`config.mk`:
```
export PLATFORM = sky130hd
export DESIGN_NAME = m_lsu
export DESIGN_NICKNAME = d
export VERILOG_FILES = /design/src/rtl/m_lsu.sv
export SDC_FILE = /design/constraint.sdc
export NUM_CORES = 1
export LEC_CHECK = 0
export ABC_AREA = 1
export BUFFER_PORTS_ARGS = -buffer_cell sky130_fd_sc_hd__buf_2
export CORE_ASPECT_RATIO = 0.7
export CORE_MARGIN = 8
export CORE_UTILIZATION = 47
export CTS_BUF_LIST = sky130_fd_sc_hd__clkbuf_8
export DETAILED_ROUTE_END_ITERATION = 7
export HOLD_SLACK_MARGIN = 0.08
export MAX_ROUTING_LAYER = met4
export PLACE_DENSITY = 0.77
export SLEW_MARGIN = 15
export SYNTH_ARGS = -nofsm -noshare
export SYNTH_HDL_FRONTEND = slang
export SYNTH_SLANG_ARGS = --single-unit
```
`constraint.sdc`:
```
create_clock -name clk -period 3 [get_ports clk]
set_input_delay 0.3 -clock clk [delete_from_list [all_inputs] [get_ports clk]]
set_output_delay 0.3 -clock clk [all_outputs]
set_load 0.005 [all_outputs]
```
`src/rtl/m_lsu.sv`:
```
// Memory-stage load/store unit: sequential bus master with misalignment detection,
// store lane replication/byte enables and load lane extraction with sign/zero extension.
module m_lsu #(
    parameter int DW = 32,
    parameter int AW = 32
) (
    input  logic              clk,
    input  logic              reset,
    input  logic              req_valid,
    output logic              req_ready,
    input  logic              req_we,
    input  logic [1:0]        req_size,
    input  logic              req_signed,
    input  logic [AW-1:0]     req_addr,
    input  logic [DW-1:0]     req_wdata,
    output logic              mem_req,
    output logic              mem_we,
    output logic [AW-1:0]     mem_addr,
    output logic [DW/8-1:0]   mem_be,
    output logic [DW-1:0]     mem_wdata,
    input  logic              mem_gnt,
    input  logic              mem_rvalid,
    input  logic [DW-1:0]     mem_rdata,
    output logic              rsp_valid,
    output logic [DW-1:0]     rsp_rdata,
    output logic [1:0]        rsp_exc,
    output logic              stall
);
    localparam int NB = DW / 8;
    localparam int OW = $clog2(NB);

    typedef enum logic [1:0] {
        S_IDLE = 2'd0,
        S_REQ  = 2'd1,
        S_WAIT = 2'd2,
        S_RESP = 2'd3
    } state_t;

    state_t          state_r;
    logic            we_r;
    logic [1:0]      size_r;
    logic            signed_r;
    logic [OW-1:0]   off_r;
    logic            misaligned_s;
    logic [DW-1:0]   load_data_s;

    // Shift the addressed lane down, mask to the access width and fill the upper bits.
    function automatic logic [DW-1:0] load_extend(input logic [DW-1:0] rdata,
                                                  input logic [OW-1:0] off,
                                                  input logic [1:0]    size,
                                                  input logic          sgn);
        logic [DW-1:0] sh_v;
        logic [DW-1:0] mask_v;
        logic [6:0]    w_v;
        logic          msb_v;
        sh_v = rdata >> {off, 3'b000};
        w_v  = 7'd8 << size;
        if (w_v > 7'(DW)) begin
            w_v = 7'(DW);
        end else begin
            w_v = w_v;
        end
        mask_v = ~({DW{1'b1}} << w_v);
        // Top bit of the mask marks the sign position of the extracted lane.
        msb_v  = |(sh_v & (mask_v ^ (mask_v >> 1)));
        return (sh_v & mask_v) | ((sgn && msb_v) ? ~mask_v : {DW{1'b0}});
    endfunction

    function automatic logic [NB-1:0] store_be(input logic [OW-1:0] off,
                                               input logic [1:0]    size);
        logic [NB-1:0] base_v;
        case (size)
            2'd0:    base_v = NB'(4'h1);
            2'd1:    base_v = NB'(4'h3);
            2'd2:    base_v = NB'(4'hF);
            default: base_v = {NB{1'b1}};
        endcase
        return base_v << off;
    endfunction

    function automatic logic [DW-1:0] store_data(input logic [DW-1:0] wdata,
                                                 input logic [1:0]    size);
        logic [DW-1:0] r_v;
        r_v = wdata;
        for (int i = 0; i < NB; i++) begin
            case (size)
                2'd0:    r_v[8*i +: 8] = wdata[7:0];
                2'd1:    r_v[8*i +: 8] = wdata[8*(i%2) +: 8];
                2'd2:    r_v[8*i +: 8] = wdata[8*(i%4) +: 8];
                default: r_v[8*i +: 8] = wdata[8*i +: 8];
            endcase
        end
        return r_v;
    endfunction

    // Alignment check on the incoming request; dword only exists on a 64-bit bus.
    always_comb begin
        misaligned_s = 1'b0;
        case (req_size)
            2'd0:    misaligned_s = 1'b0;
            2'd1:    misaligned_s = req_addr[0];
            2'd2:    misaligned_s = |req_addr[1:0];
            2'd3:    misaligned_s = (DW != 64) || (|req_addr[2:0]);
            default: misaligned_s = 1'b1;
        endcase
    end

    assign load_data_s = load_extend(mem_rdata, off_r, size_r, signed_r);
    assign req_ready   = (state_r == S_IDLE);
    assign stall       = req_valid & ~req_ready;

    // Transaction FSM with registered bus and response outputs.
    always_ff @(posedge clk or posedge reset) begin
        if (reset) begin
            state_r   <= S_IDLE;
            we_r      <= 1'b0;
            size_r    <= 2'd0;
            signed_r  <= 1'b0;
            off_r     <= {OW{1'b0}};
            mem_req   <= 1'b0;
            mem_we    <= 1'b0;
            mem_addr  <= {AW{1'b0}};
            mem_be    <= {NB{1'b0}};
            mem_wdata <= {DW{1'b0}};
            rsp_valid <= 1'b0;
            rsp_rdata <= {DW{1'b0}};
            rsp_exc   <= 2'd0;
        end else begin
            case (state_r)
                S_IDLE: begin
                    if (req_valid) begin
                        we_r     <= req_we;
                        size_r   <= req_size;
                        signed_r <= req_signed;
                        off_r    <= req_addr[OW-1:0];
                        if (misaligned_s) begin
                            rsp_valid <= 1'b1;
                            rsp_rdata <= {DW{1'b0}};
                            rsp_exc   <= req_we ? 2'd2 : 2'd1;
                            state_r   <= S_RESP;
                        end else begin
                            mem_req   <= 1'b1;
                            mem_we    <= req_we;
                            mem_addr  <= {req_addr[AW-1:OW], {OW{1'b0}}};
                            mem_be    <= req_we ? store_be(req_addr[OW-1:0], req_size)
                                                : {NB{1'b1}};
                            mem_wdata <= store_data(req_wdata, req_size);
                            state_r   <= S_REQ;
                        end
                    end
                end
                S_REQ: begin
                    if (mem_gnt) begin
                        mem_req <= 1'b0;
                        if (we_r) begin
                            rsp_valid <= 1'b1;
                            rsp_rdata <= {DW{1'b0}};
                            rsp_exc   <= 2'd0;
                            state_r   <= S_RESP;
                        end else if (mem_rvalid) begin
                            rsp_valid <= 1'b1;
                            rsp_rdata <= load_data_s;
                            rsp_exc   <= 2'd0;
                            state_r   <= S_RESP;
                        end else begin
                            state_r   <= S_WAIT;
                        end
                    end
                end
                S_WAIT: begin
                    if (mem_rvalid) begin
                        rsp_valid <= 1'b1;
                        rsp_rdata <= load_data_s;
                        rsp_exc   <= 2'd0;
                        state_r   <= S_RESP;
                    end
                end
                S_RESP: begin
                    rsp_valid <= 1'b0;
                    rsp_exc   <= 2'd0;
                    state_r   <= S_IDLE;
                end
                default: begin
                    state_r <= S_IDLE;
                end
            endcase
        end
    end
endmodule

```
==> out/qor.csv <==
metric;value;unit
placementRows;34;
start_util;0.475;
io_pins;212;
coreArea;12300;µm²
synth.avg_cell_area;7.43;µm²
tightest_slew;0.919;ns
finalPower;0.00660;W
netSwitchingFraction;0.437;
tns;0;ns
antenna_found_initial;0;
post-cts-setup-buffer-count;0;
cp-end-kind;flip-flop;
fin_cells;1138;
synth-async-reset-ratio;1.00;
slew_viol_final;0;
syn_area;5820;µm²
sequentialPowerShare;0.387;
hold_class;in -> async;
synth_edf_count;0;
syn-instance-count;784;
outcome;completed;
cts.repair.resized;0;
dieHeight;109;µm
cts_hold_buf;0;
startpoint_type;flip-flop;
timing.final.crit_share;0.699;
synth_seq_cells;111;
ys_warn_count;0;
fin_crit;2.10;ns
wire_per_inst;14.8;µm
clk_pin_slew;0.12;ns
synth_common_cells;333 x nand2_1, 111 x dfrtp_1, 65 x nor2_1;
cts.sinks;111;
synth_flop_cell;dfrtp_1;
dp_hpwl;12900;µm
grt_pass1_wl;27200;µm
power_density;926;nW/µm²
relSlewSlack;0.386;
intPower;0.00372;W
design.final.nets;1080;
port_buffers;209;
h-tree-depth;3;
yosysSeqAreaShare;0.477;
clk_latency;0.38;ns
finalSetupViolCount;0;
ant_nets;0;
yosysMostFrequentCell;nand2_1;
drive_gt1_frac;0.278;
power.leakage;4.10;nW
cts_buffers;9;
cts_tree;done;
dp.cells;1122;
clockBufferDepth;2;
fmaxAchievable;0.477;GHz
p_clk_frac;0.133;
combPwrFrac;0.480;
path_max_fanout;25;
rrSetupSlack;0.90;ns
yosysTopAreaCell;dfrtp_1;
first_global_vias;5158;
grt_setup_unrepaired;no;
firstDrtPassIters;5;
crit_type;reg -> reg;
grt_overflow_total;0;
n_antenna_cell;0;
clock_skew;0.0113;ns
area_growth;22.4;%
critPathRequiredTime;3.32;ns
grtUsageTotal;0.215;
vdd_ir_drop_max;0.455;mV
synth_top_area_frac;0.477;
hold_viol;0;
vias_per_cell;5.00;
dr.first_iter.drc_count;458;
synth.area.top_cells;dfrtp_1 48%, nand2_1 21%, o21ai_0 5.4%;
synth_cell_types;34;
p_sw;0.00288;W
dieArea;16300;µm²
drc;0;
whs;0.0931;ns
gp_congestion;0.900;
root_buffer;clkbuf_8;
vias;5690;
totalWireLength;16900;µm
drv_cap;0;
grt_max_degree;67;
fp.dieW;149;µm
arrival;2.41;ns
==> power by group through the flow <==
stage	clock network (W)	logic [W]	registers, W
CTS	0.000908	0.00319	0.00255
global placement	0	0.00313	0.00258
finish	0.000875	0.00317	0.00255
detailed placement	0	0.00319	0.00257
global route	0.000958	0.00361	0.00264
floorplan	0	0.00195	0.00261
==> final cells by class <==
| type | instances | area [µm²] |
|---|---|---|
| Fill cell | 1171 | 5130 |
| Clock buffer | 9 | 124 |
| Sequential cell | 111 | 2780 |
| Tap cell | 162 | 203 |
| Multi-Input combinational cell | 584 | 2630 |
| Inverter | 48 | 186 |
| Timing Repair Buffer | 217 | 1140 |
| Clock inverter | 7 | 66.3 |
==> flip-flops by register name, summed over array words and instances (netlist names) <==
name	count
mem_be	4
mem_we	1
rsp_valid	1
we_r	1
rsp_rdata	32
off_r	2
size_r	2
mem_addr	30
mem_wdata	32
mem_req	1
state_r	2
signed_r	1
rsp_exc	2
==> worst paths after layout <==
kind / start / to / cells past startpoint
worst max-delay path: state_r[0] / rsp_rdata[29] / 10
worst min-delay path: reset / mem_wdata[17] / 2
worst max register to register: state_r[0] / rsp_rdata[29] / 10
worst min register to register: mem_wdata[31] / mem_wdata[31] / 2
max in group asynchronous: reset / mem_addr[25] / 3
min in group clk: req_addr[19] / mem_addr[19] / 3
==> per-layer routing <==
layer	share of wire	GRT usage	vias to the layer above	routed length, µm
met4	0.014	0.0560	0	235
met2	0.43	0.298	231	7250
met1	0.49	0.314	2596	8220
li1	-	-	2846	-
met5	0	-	-	0
met3	0.069	0.0386	17	1170
==> worst max-delay path, stage by stage, from the launching register on <==
cell and delay, ns:
dfrtp_1 0.41, inv_1 0.13, ha_1 0.47, nand2_1 0.10
nand2_1 0.10, inv_1 0.09, nand2_4 0.12, nor2_8 0.06
inv_2 0.34, nand2_1 0.11, nand2_1 0.09
==> stage by stage <==
step | utilization | area (µm²) | setup slack (ns)
after floorplan | - | 5830 | 1.32
after global placement | 0.566 | 6940 | 1.02
after detailed placement | 0.566 | 6940 | 0.942
after CTS | 0.582 | 7130 | 0.916
after global routing | 0.582 | 7130 | 0.672
final | 0.582 | 7130 | 0.904
==> cells by family (layout without fill, tap and decap cells) <==
family,after synthesis,in the layout,synth area share
mux,1,1,0.00193
other cells,1,2,0.000644
simple gates,452,452,0.317
fa+ha+maj,4,4,0.00860
buf+inv,90,281,0.0731
compound gates,125,125,0.122
flops,111,111,0.477
==> layout by cell type (no fill, tap or decap), drive strengths merged <==
| master | count |
|---|---|
| a21oi | 26 |
| nor2 | 78 |
| nand3 | 27 |
| o21ai | 70 |
| clkbuf | 9 |
| conb | 2 |
| o22ai | 1 |
| clkinv | 2 |
| buf | 217 |
| o21a | 8 |
| o31ai | 8 |
| ha | 4 |
| dfrtp | 111 |
| mux2 | 1 |
| nand2 | 337 |
| or2 | 8 |
| inv | 52 |
| nor3 | 1 |
| o211ai | 7 |
| a2bb2oi | 4 |
| a41oi | 1 |
| clkinvlp | 1 |
| and2 | 1 |
Note: power is estimated with default switching activity, not from simulation.
